**src/rtl/cpm5n_dma5_fifo_wr_arb.sv**
```systemverilog
// cpm5n_dma5_fifo_wr_arb
//
// Packet-atomic round-robin write arbiter. It shares the single write port
// of one DMA staging FIFO between NUM_REQ requesters. A grant is locked for
// one whole packet, and the granted requester's beats are muxed onto the
// FIFO write port. FIFO occupancy is tracked locally, so backpressure
// reacts without waiting for the FIFO's registered full flag.
//
// Ports:
//   clkin         - sole clock, rising edge
//   sync_reset    - synchronous active-high reset; also forces the
//                   combinational outputs low while it is asserted
//   req_valid     - per-requester beat valid
//   req_last      - per-requester end-of-packet marker, qualified by valid
//   req_data      - requester i occupies bits [i*BUF_DATAWIDTH +: BUF_DATAWIDTH]
//   req_ready     - per-requester ready; a beat moves when valid & ready
//   fifo_data     - FIFO write data (granted requester's beat)
//   fifo_wr_en    - FIFO write enable
//   fifo_rd_en    - copy of the FIFO consumer's read enable
//   fifo_level    - local occupancy count, 0..BUF_DEPTH
//   grant_valid   - a packet grant is held
//   grant_id      - index of the granted requester
//   err_overlen   - sticky: a packet was cut off at MAX_BEATS
//   err_underflow - sticky: a read arrived while the level was 0
module cpm5n_dma5_fifo_wr_arb #(
  parameter int NUM_REQ       = 4,
  parameter int BUF_DATAWIDTH = 256,
  parameter int BUF_DEPTH     = 512,
  parameter int BUF_PTR       = $clog2(BUF_DEPTH),
  parameter int MAX_BEATS     = 16,
  parameter int IDW           = $clog2(NUM_REQ)
) (
  input  logic                             clkin,
  input  logic                             sync_reset,
  input  logic [NUM_REQ-1:0]               req_valid,
  input  logic [NUM_REQ-1:0]               req_last,
  input  logic [NUM_REQ*BUF_DATAWIDTH-1:0] req_data,
  output logic [NUM_REQ-1:0]               req_ready,
  output logic [BUF_DATAWIDTH-1:0]         fifo_data,
  output logic                             fifo_wr_en,
  input  logic                             fifo_rd_en,
  output logic [BUF_PTR:0]                 fifo_level,
  output logic                             grant_valid,
  output logic [IDW-1:0]                   grant_id,
  output logic                             err_overlen,
  output logic                             err_underflow
);

  // The beat counter only needs to reach MAX_BEATS-1; a one-beat limit
  // still gets a 1-bit counter so the vector is never zero-width.
  localparam int BCW = (MAX_BEATS > 1) ? $clog2(MAX_BEATS) : 1;

  localparam logic [BCW-1:0]   LAST_BEAT = BCW'(MAX_BEATS - 1);
  localparam logic [BUF_PTR:0] DEPTH_LVL = (BUF_PTR + 1)'(BUF_DEPTH);
  localparam logic [IDW-1:0]   LAST_ID   = IDW'(NUM_REQ - 1);
  localparam logic [IDW:0]     NUM_WIDE  = (IDW + 1)'(NUM_REQ);

  typedef enum logic {
    IDLE = 1'b0,
    LOCK = 1'b1
  } state_t;

  state_t                 state;
  state_t                 state_nxt;
  logic [IDW-1:0]         rr_ptr;
  logic [IDW-1:0]         rr_ptr_nxt;
  logic [IDW-1:0]         grant_id_nxt;
  logic [BCW-1:0]         beat_cnt;
  logic [BCW-1:0]         beat_cnt_nxt;
  logic [2*NUM_REQ-1:0]   valid_rot;
  logic [IDW:0]           arb_cand;
  logic [IDW-1:0]         arb_pick;
  logic                   arb_found;
  logic                   space_ok;
  logic                   pop_eff;
  logic                   set_overlen;

  // Round-robin search. Shifting a doubled copy of req_valid right by
  // rr_ptr puts the requester at rr_ptr into bit 0, so the first set bit
  // of the low half is the first valid requester scanning upward from
  // rr_ptr. The matching index is rebuilt as rr_ptr+k folded modulo
  // NUM_REQ. A plain mask would not work when NUM_REQ is not a power of 2.
  always_comb begin
    valid_rot = {req_valid, req_valid} >> rr_ptr;
    arb_found = 1'b0;
    arb_pick  = '0;
    arb_cand  = '0;
    for (int k = 0; k < NUM_REQ; k++) begin
      if (!arb_found && valid_rot[k]) begin
        arb_found = 1'b1;
        arb_cand  = {1'b0, rr_ptr} + (IDW + 1)'(k);
        if (arb_cand >= NUM_WIDE) begin
          arb_cand = arb_cand - NUM_WIDE;
        end
        arb_pick = arb_cand[IDW-1:0];
      end
    end
  end

  // Write-port mux and handshake. Ready is computed from the current level
  // only, so a pop in the same cycle cannot open a write slot at full.
  // Everything here is held low while reset is asserted.
  always_comb begin
    space_ok   = (fifo_level < DEPTH_LVL);
    req_ready  = '0;
    fifo_wr_en = 1'b0;
    fifo_data  = '0;
    if (!sync_reset) begin
      fifo_data = req_data[int'(grant_id)*BUF_DATAWIDTH +: BUF_DATAWIDTH];
      if (state == LOCK) begin
        req_ready[grant_id] = space_ok;
        fifo_wr_en          = req_valid[grant_id] & space_ok;
      end
    end
  end

  // A read only counts as a pop when there is something to pop.
  assign pop_eff = fifo_rd_en & (fifo_level != '0);

  // Next-state logic. A packet ends on its last beat, or is cut off at
  // MAX_BEATS. When it is cut off, the requester's remaining beats
  // re-arbitrate later as a fresh packet. The rotation pointer always moves
  // one past the requester just served.
  always_comb begin
    state_nxt    = state;
    grant_id_nxt = grant_id;
    rr_ptr_nxt   = rr_ptr;
    beat_cnt_nxt = beat_cnt;
    set_overlen  = 1'b0;
    case (state)
      IDLE: begin
        if (arb_found) begin
          state_nxt    = LOCK;
          grant_id_nxt = arb_pick;
          beat_cnt_nxt = '0;
        end
      end
      LOCK: begin
        if (fifo_wr_en) begin
          beat_cnt_nxt = beat_cnt + 1'b1;
          if (req_last[grant_id] || (beat_cnt == LAST_BEAT)) begin
            state_nxt    = IDLE;
            beat_cnt_nxt = '0;
            rr_ptr_nxt   = (grant_id == LAST_ID) ? '0 : grant_id + 1'b1;
            set_overlen  = ~req_last[grant_id];
          end
        end
      end
      default: begin
        state_nxt = IDLE;
      end
    endcase
  end

  // State, occupancy and sticky error registers. A write and a pop in the
  // same cycle cancel out. The error flags clear only on reset.
  always_ff @(posedge clkin) begin
    if (sync_reset) begin
      state         <= IDLE;
      rr_ptr        <= '0;
      grant_id      <= '0;
      beat_cnt      <= '0;
      fifo_level    <= '0;
      err_overlen   <= 1'b0;
      err_underflow <= 1'b0;
    end else begin
      state    <= state_nxt;
      rr_ptr   <= rr_ptr_nxt;
      grant_id <= grant_id_nxt;
      beat_cnt <= beat_cnt_nxt;
      if (fifo_wr_en && !pop_eff) begin
        fifo_level <= fifo_level + 1'b1;
      end else if (!fifo_wr_en && pop_eff) begin
        fifo_level <= fifo_level - 1'b1;
      end
      if (set_overlen) begin
        err_overlen <= 1'b1;
      end
      if (fifo_rd_en && (fifo_level == '0)) begin
        err_underflow <= 1'b1;
      end
    end
  end

  // The grant is held exactly while the state register is in LOCK.
  assign grant_valid = (state == LOCK);

endmodule
```
**config.mk**
```make
export PLATFORM = sky130hd
export DESIGN_NAME = cpm5n_dma5_fifo_wr_arb
export DESIGN_NICKNAME = d
export VERILOG_FILES = /design/src/rtl/cpm5n_dma5_fifo_wr_arb.sv
export SDC_FILE = /design/constraint.sdc
export NUM_CORES = 1
export LEC_CHECK = 0
export ABC_AREA = 1
export CORE_AREA = 3 3 505 507
export CTS_CLUSTER_DIAMETER = 80
export DETAILED_ROUTE_END_ITERATION = 8
export DIE_AREA = 0 0 508 510
export PLACE_DENSITY = 0.3
export SLEW_MARGIN = 30
export SYNTH_ARGS = -nofsm -noshare
export SYNTH_HDL_FRONTEND = slang
export SYNTH_SLANG_ARGS = --single-unit
```
**constraint.sdc**
```tcl
create_clock -name clkin -period 2.9 [get_ports clkin]
set_input_delay 0.725 -clock clkin [delete_from_list [all_inputs] [get_ports clkin]]
set_output_delay 0.725 -clock clkin [all_outputs]
set_load 0.02 [all_outputs]
```
## Word-level counts from Yosys, hierarchy flattened

Cells that the tools add are included.

| operators by class | value |
|---|---|
| add/sub/neg operators | 11 |
| order comparisons | 7 |
| eq/ne operators | 4 |
| shift-type cells | 2 |
| mux-type cells | 37 |
| bitwise logic cells | 5 |
| reductions and logical operators | 19 |

Operator list:

| cell | count |
|---|---|
| 1024-bit by 11-bit variable part select with 256-bit output | 1 |
| 256-bit 2-to-1 mux | 1 |
| 10-bit 2-to-1 mux | 2 |
| 4-bit 2-to-1 mux | 5 |
| 2-bit 2-to-1 mux | 9 |
| 1-bit 2-to-1 mux | 15 |
| 10-bit by 1-bit adder with 10-bit output (second input constant) | 1 |
| 10-bit zero test | 1 |
| 10-bit less-than comparator (second input constant) | 1 |
| 10-bit nonzero test | 1 |
| 10-bit by 1-bit subtractor with 10-bit output (second input constant) | 1 |
| 3-bit >= comparator (second input constant) | 3 |
| 4-bit one-hot mux with 2 select lines | 1 |
| 8-bit by 2-bit right shift with 4-bit output | 1 |
| 2-bit by 1-bit subtractor with 2-bit output (second input constant) | 4 |
| 1-bit logical AND | 7 |
| 2-bit by 2-bit adder with 3-bit output (second input constant) | 2 |
| 1-bit zero test | 5 |
| 4-bit by 1-bit adder with 4-bit output (second input constant) | 1 |
| 4-bit AND | 1 |
| 1-bit binary-select mux with 2-bit select | 2 |
| 4-bit equality test (second input constant) | 1 |
| 2-bit inequality test (second input constant) | 2 |
| 2-bit AND reduction | 2 |
| other kinds (13) | 15 |

| word-level totals | value |
|---|---|
| bits in registers | 21 |
| bits of input ports | 1035 |
| output and inout port bits | 276 |
| logic and storage cells | 92 |

## Logic depth before layout (Yosys ltp)

| logic depth | value |
|---|---|
| word-level depth | 13 |
| mapped depth | 20 |
| mapped depth without buffers | 20 |

## Worst setup path before layout

Ideal clock, no wire load.

| path | value |
|---|---|
| kind | in2reg |
| start point | input port req_valid[2] |
| end point | register fifo_level[7] |
| setup time | 0.109 ns |
| arrival time | 2.723 ns |
| data required time | 2.791 ns |
| setup slack | 0.069 ns |
| stages | 19 |
| path buffers | 0 |
| path through | inv_1 > a21oi_1 > o21ai_1 > a21oi_4 > ha_1 > inv_1 > ha_1 > nand2_1 > inv_1 > nand2_1 > nand2_1 > a21oi_1 > inv_1 > nand2_1 > nand2_1 > nand2_1 > nand3_1 > nand2_1 > inv_1 |

| on the way | value |
|---|---|
| cells in the longest elaborated chain, start to end | 8 |
| elaborated cells on any way between the ends | 10 |
| classes of those cells | mux (5); bitwise (1); reduce/logical (4) |

Ends and longest elaborated chain:

| what | line | source |
|---|---|---|
| start, declared | 35 | `input logic [NUM_REQ-1:0] req_valid,` |
| 1-bit binary-select mux with 2-bit select * | 112 | `fifo_wr_en = req_valid[grant_id] & space_ok;` |
| 1-bit 2-to-1 mux (implied by the code) * | 112 |  |
| 1-bit AND * | 112 |  |
| 1-bit 2-to-1 mux * | 110 | `if (state == LOCK) begin` |
| 1-bit 2-to-1 mux * | 108 | `if (!sync_reset) begin` |
| via fifo_wr_en | 40 | `output logic fifo_wr_en,` |
| 1-bit zero test | 173 | `end else if (!fifo_wr_en && pop_eff) begin` |
| 1-bit logical AND | 173 |  |
| 2-bit nonzero test (no source line) | -- |  |
| end signal, assigned | 172 | `fifo_level <= fifo_level + 1'b1;` |
| end signal, assigned | 174 | `fifo_level <= fifo_level - 1'b1;` |
| end, declared | 42 | `output logic [BUF_PTR:0] fifo_level,` |

Mark *: on every way through the listed nets, which the timed path passes. The rest lies on a longest branch. The select of a mux whose other input is x is not followed.
A chain may end at the register's enable or synchronous reset.

## Worst setup path in the final report

| path | value |
|---|---|
| start point | register grant_id[0] |
| end point | output port fifo_data[133] |

| on the way | value |
|---|---|
| cells in the longest elaborated chain, start to end | 2 |

Ends and longest elaborated chain:

| what | line | source |
|---|---|---|
| start, declared | 44 | `output logic [IDW-1:0] grant_id,` |
| start signal, assigned | 169 | `grant_id <= grant_id_nxt;` |
| 1024-bit by 11-bit variable part select with 256-bit output | 109 | `fifo_data = req_data[int'(grant_id)*BUF_DATAWIDTH +: BUF_DATAWIDTH];` |
| 256-bit 2-to-1 mux | 108 |  |
| end, declared | 39 | `output logic [BUF_DATAWIDTH-1:0] fifo_data,` |

No other way between the ends.

==> flow_metrics.py <==
metrics = {
    "worst_setup_path": {
        "cp.arrival_ns": 2.19,
        "cp_slowest_cell": "dfxtp_4",
        "crit_family": "buffers and inverters",
        "cp-end-kind": "output pin",
        "worstPathMaxFanout": 12,
        "cp_data_required_time_ns": 2.17,
        "crit_buf_inv": 5,
        "crit_type": "flip-flop to output pin",
        "start_kind": "flip-flop",
        "path_cells": "buf_16 > buf_12 > buf_16 > buf_12 > nor2_1 > nor2_1 > o21ai_1 > a21oi_2 > buf_4",
        "critPathMaxStageDelay_ns": 0.38,
    },
    "synthesis": {
        "ys_seq_area_frac": 0.04126,
        "synth_cell_types": 30,
        "synth-edff-count": 0,
        "async_reset_ff_frac": 0,
        "ys_ff_latch": 21,
        "yosysWarningCount": 0,
        "syn-instance-count": 2254,
        "synth.top_cell.area_share": 0.3898,
        "avgSynthCellArea_um2": 4.520,
        "synthTopCellsByCount": "1058 x nor2_1, 346 x o21ai_1, 279 x a21oi_1",
        "syn_nets": 3304,
        "synth_ff_type": "dfxtp_1",
        "netlist_area_um2": 10190,
        "synth.most_common_cell": "nor2_1",
        "yosysTopAreaCell": "nor2_1",
        "synthTopCellsByArea": "nor2_1 39%, o21ai_1 17%, a21oi_1 14%",
    },
    "timing": {
        "finalCritPeriodShare": 1.006,
        "final_hold_viol_count": 0,
        "relSlewSlack": 0.6431,
        "fin_crit_ns": 2.917,
        "fin_worst_skew_ns": 0.004505,
        "slew_violations": 0,
        "setup_slack_ns": -0.01733,
        "fmax_mhz": 342.8,
        "rsz0062_at_grt": "yes",
        "worst_pin_slew_ns": 0.5337,
        "setup_violations": 1,
    },
    "cts": {
        "cts_root_buffer": "clkbuf_16",
        "clk_pin_slew_ns": 0.07,
        "worstSkewPairLatency_ns": 0.27,
        "ctsHoldBuffers": 0,
        "numCtsBuffers": 3,
        "h-tree-depth": 1,
        "cts.sinks": 21,
        "cts_tree": "done",
        "clock_path_buffers": 2,
    },
    "placed_design": {
        "hpwl_um": 203500,
        "port_buffers": 1310,
        "place.gp.congestion": 0.9255,
        "postPlaceCellArea_um2": 29830,
    },
    "floorplanning": {
        "die_x_um": 508,
        "core_um2": 250900,
        "dieArea_um2": 259100,
        "start_util": 0.04060,
        "ioPinCount": 1311,
        "die-height_um": 510,
        "rows": 184,
    },
    "global_routing": {
        "antenna_found_initial": 279,
        "overflow": 0,
        "grt_pass1_wl_um": 276800,
        "grt_pass1_vias": 23118,
        "grt_usage": 0.1664,
        "grt_max_degree": 48,
    },
    "run_status": {
        "status": "finished with violations",
        "violations": "setup timing",
    },
    "pwr": {
        "leakage_nw": 11.98,
        "p_per_area_nw_per_um2": 415.0,
        "finalPower_mw": 13.24,
        "ir_drop_mv": 0.2172,
    },
    "route": {
        "drcViolationCount": 0,
        "dr.pass1.iters": 5,
        "wire_per_inst_um": 32.18,
        "ant_nets": 0,
        "drt_wl_total_um": 229500,
        "dr_total_vias": 23274,
        "drtIter0Drc": 1711,
        "vias_per_cell": 3.263,
    },
    "layout": {
        "finish.utilization": 0.1272,
        "finalNetCount": 4799,
        "design_area_um2": 31920,
        "drive_gt1_frac": 0.2126,
        "area_growth_pct": 213.3,
    },
    "hold_path": {
        "min_path_type": "flip-flop to flip-flop",
    },
    "job": {
        "drv_cap": 0,
    },
}
==> final cells by class <==
type                       count  area (um2)
fill                       29395      219000
timing repair buffer        1692       17440
multi-input combinational   1990        9485
tap                         3348        4189
sequential                    21       427.9
inverter                      40       187.7
antenna                       37       92.59
clock buffer                   3       75.07
timing repair inverter         1       8.758
clock inverter                 1       5.005
==> timing repair <==
action	in CTS	in global routing
resized for setup	540	215
pin swaps	23	43
gates cloned	16	6
setup buffers	52	8
setup endpoints to repair	217	169
==> cell usage in the layout, fill, tap and decap left out, types with 6 or more instances in the layout <==
master,netlist,final
a21oi_1,279,225
a21oi_2,0,47
a21oi_4,1,8
buf_12,0,90
buf_16,0,24
buf_2,82,41
buf_4,1,345
buf_6,1,31
buf_8,0,11
bufbuf_16,0,9
clkbuf_16,0,9
clkbuf_2,0,28
clkdlybuf4s15_2,0,32
clkdlybuf4s50_1,0,1044
dfxtp_1,21,19
diode_2,0,37
dlygate4sd2_1,0,27
ha_1,14,6
ha_4,0,8
inv_1,33,32
nand2_1,66,62
nand2_2,2,6
nand3_1,21,19
nor2_1,1058,996
nor2_2,0,47
nor2_4,0,15
o21ai_0,177,130
o21ai_1,346,363
o21ai_2,0,27
==> stage by stage <==
step,hold slack (ns),TNS (ns),instances,setup WS (ns)
after CTS,0.4611,-0.3743,7087,-0.08264
after floorplan,0.4809,0,2254,0.06853
final,0.4544,-0.01733,7133,-0.01733
after global routing,0.4795,-0.4764,7103,-0.09721
after detailed placement,0.4495,-21.33,7020,-0.5931
after global placement,0.4478,-22.00,7020,-0.6488
==> logic make-up (layout without fill, tap and decap cells) <==
group / count (synthesis) / in the layout / synth area share
simple gates: 1158 / 1158 / 0.4322
compound gates: 809 / 809 / 0.3999
buf+inv: 243 / 1737 / 0.1007
flops: 21 / 21 / 0.04126
fa+ha+maj: 15 / 15 / 0.01916
xor+xnor: 8 / 8 / 0.006877
other cells: 0 / 37 / 0
==> report_power, final <==
part	switching (mW)	total [mW]	internal, mW
clock	0.139	0.325	0.187
sequential	0.0746	0.446	0.372
combinational	6.75	12.5	5.72
==> worst min-delay path, delay by kind of cell (launching register included) <==
family                 cells  cell delay, ns
buffers and inverters      1            0.05
AOI/OAI and AO/OA          1            0.05
DFF                        1            0.31
==> final timing paths <==
check / to / from / slack (ns) / cells past startpoint
max: fifo_data[133] / grant_id[0] / -0.02 / 9
min: err_underflow / err_underflow / 0.45 / 2
max reg2reg: fifo_level[5] / grant_id[0] / 0.07 / 20
min reg2reg: err_underflow / err_underflow / 0.45 / 2
==> metal layers <==
| layer | wire length [um] | share of wire | GRT usage | up-vias |
|---|---|---|---|---|
| met1 | 93100 | 0.41 | 0.2007 | 10848 |
| li1 | - | - | - | 10469 |
| met5 | 1161 | 0.0051 | 0 | - |
| met3 | 27850 | 0.12 | 0.08330 | 429 |
| met2 | 102500 | 0.45 | 0.2749 | 1348 |
| met4 | 4909 | 0.021 | 0.01195 | 180 |
==> sequential cells by signal, summed over array words and instances (netlist names) <==
signal,flops
fifo_level,10
beat_cnt,4
grant_id,2
rr_ptr,2
err_overlen,1
err_underflow,1
grant_valid,1
Note: power is estimated with default switching activity, not from simulation.
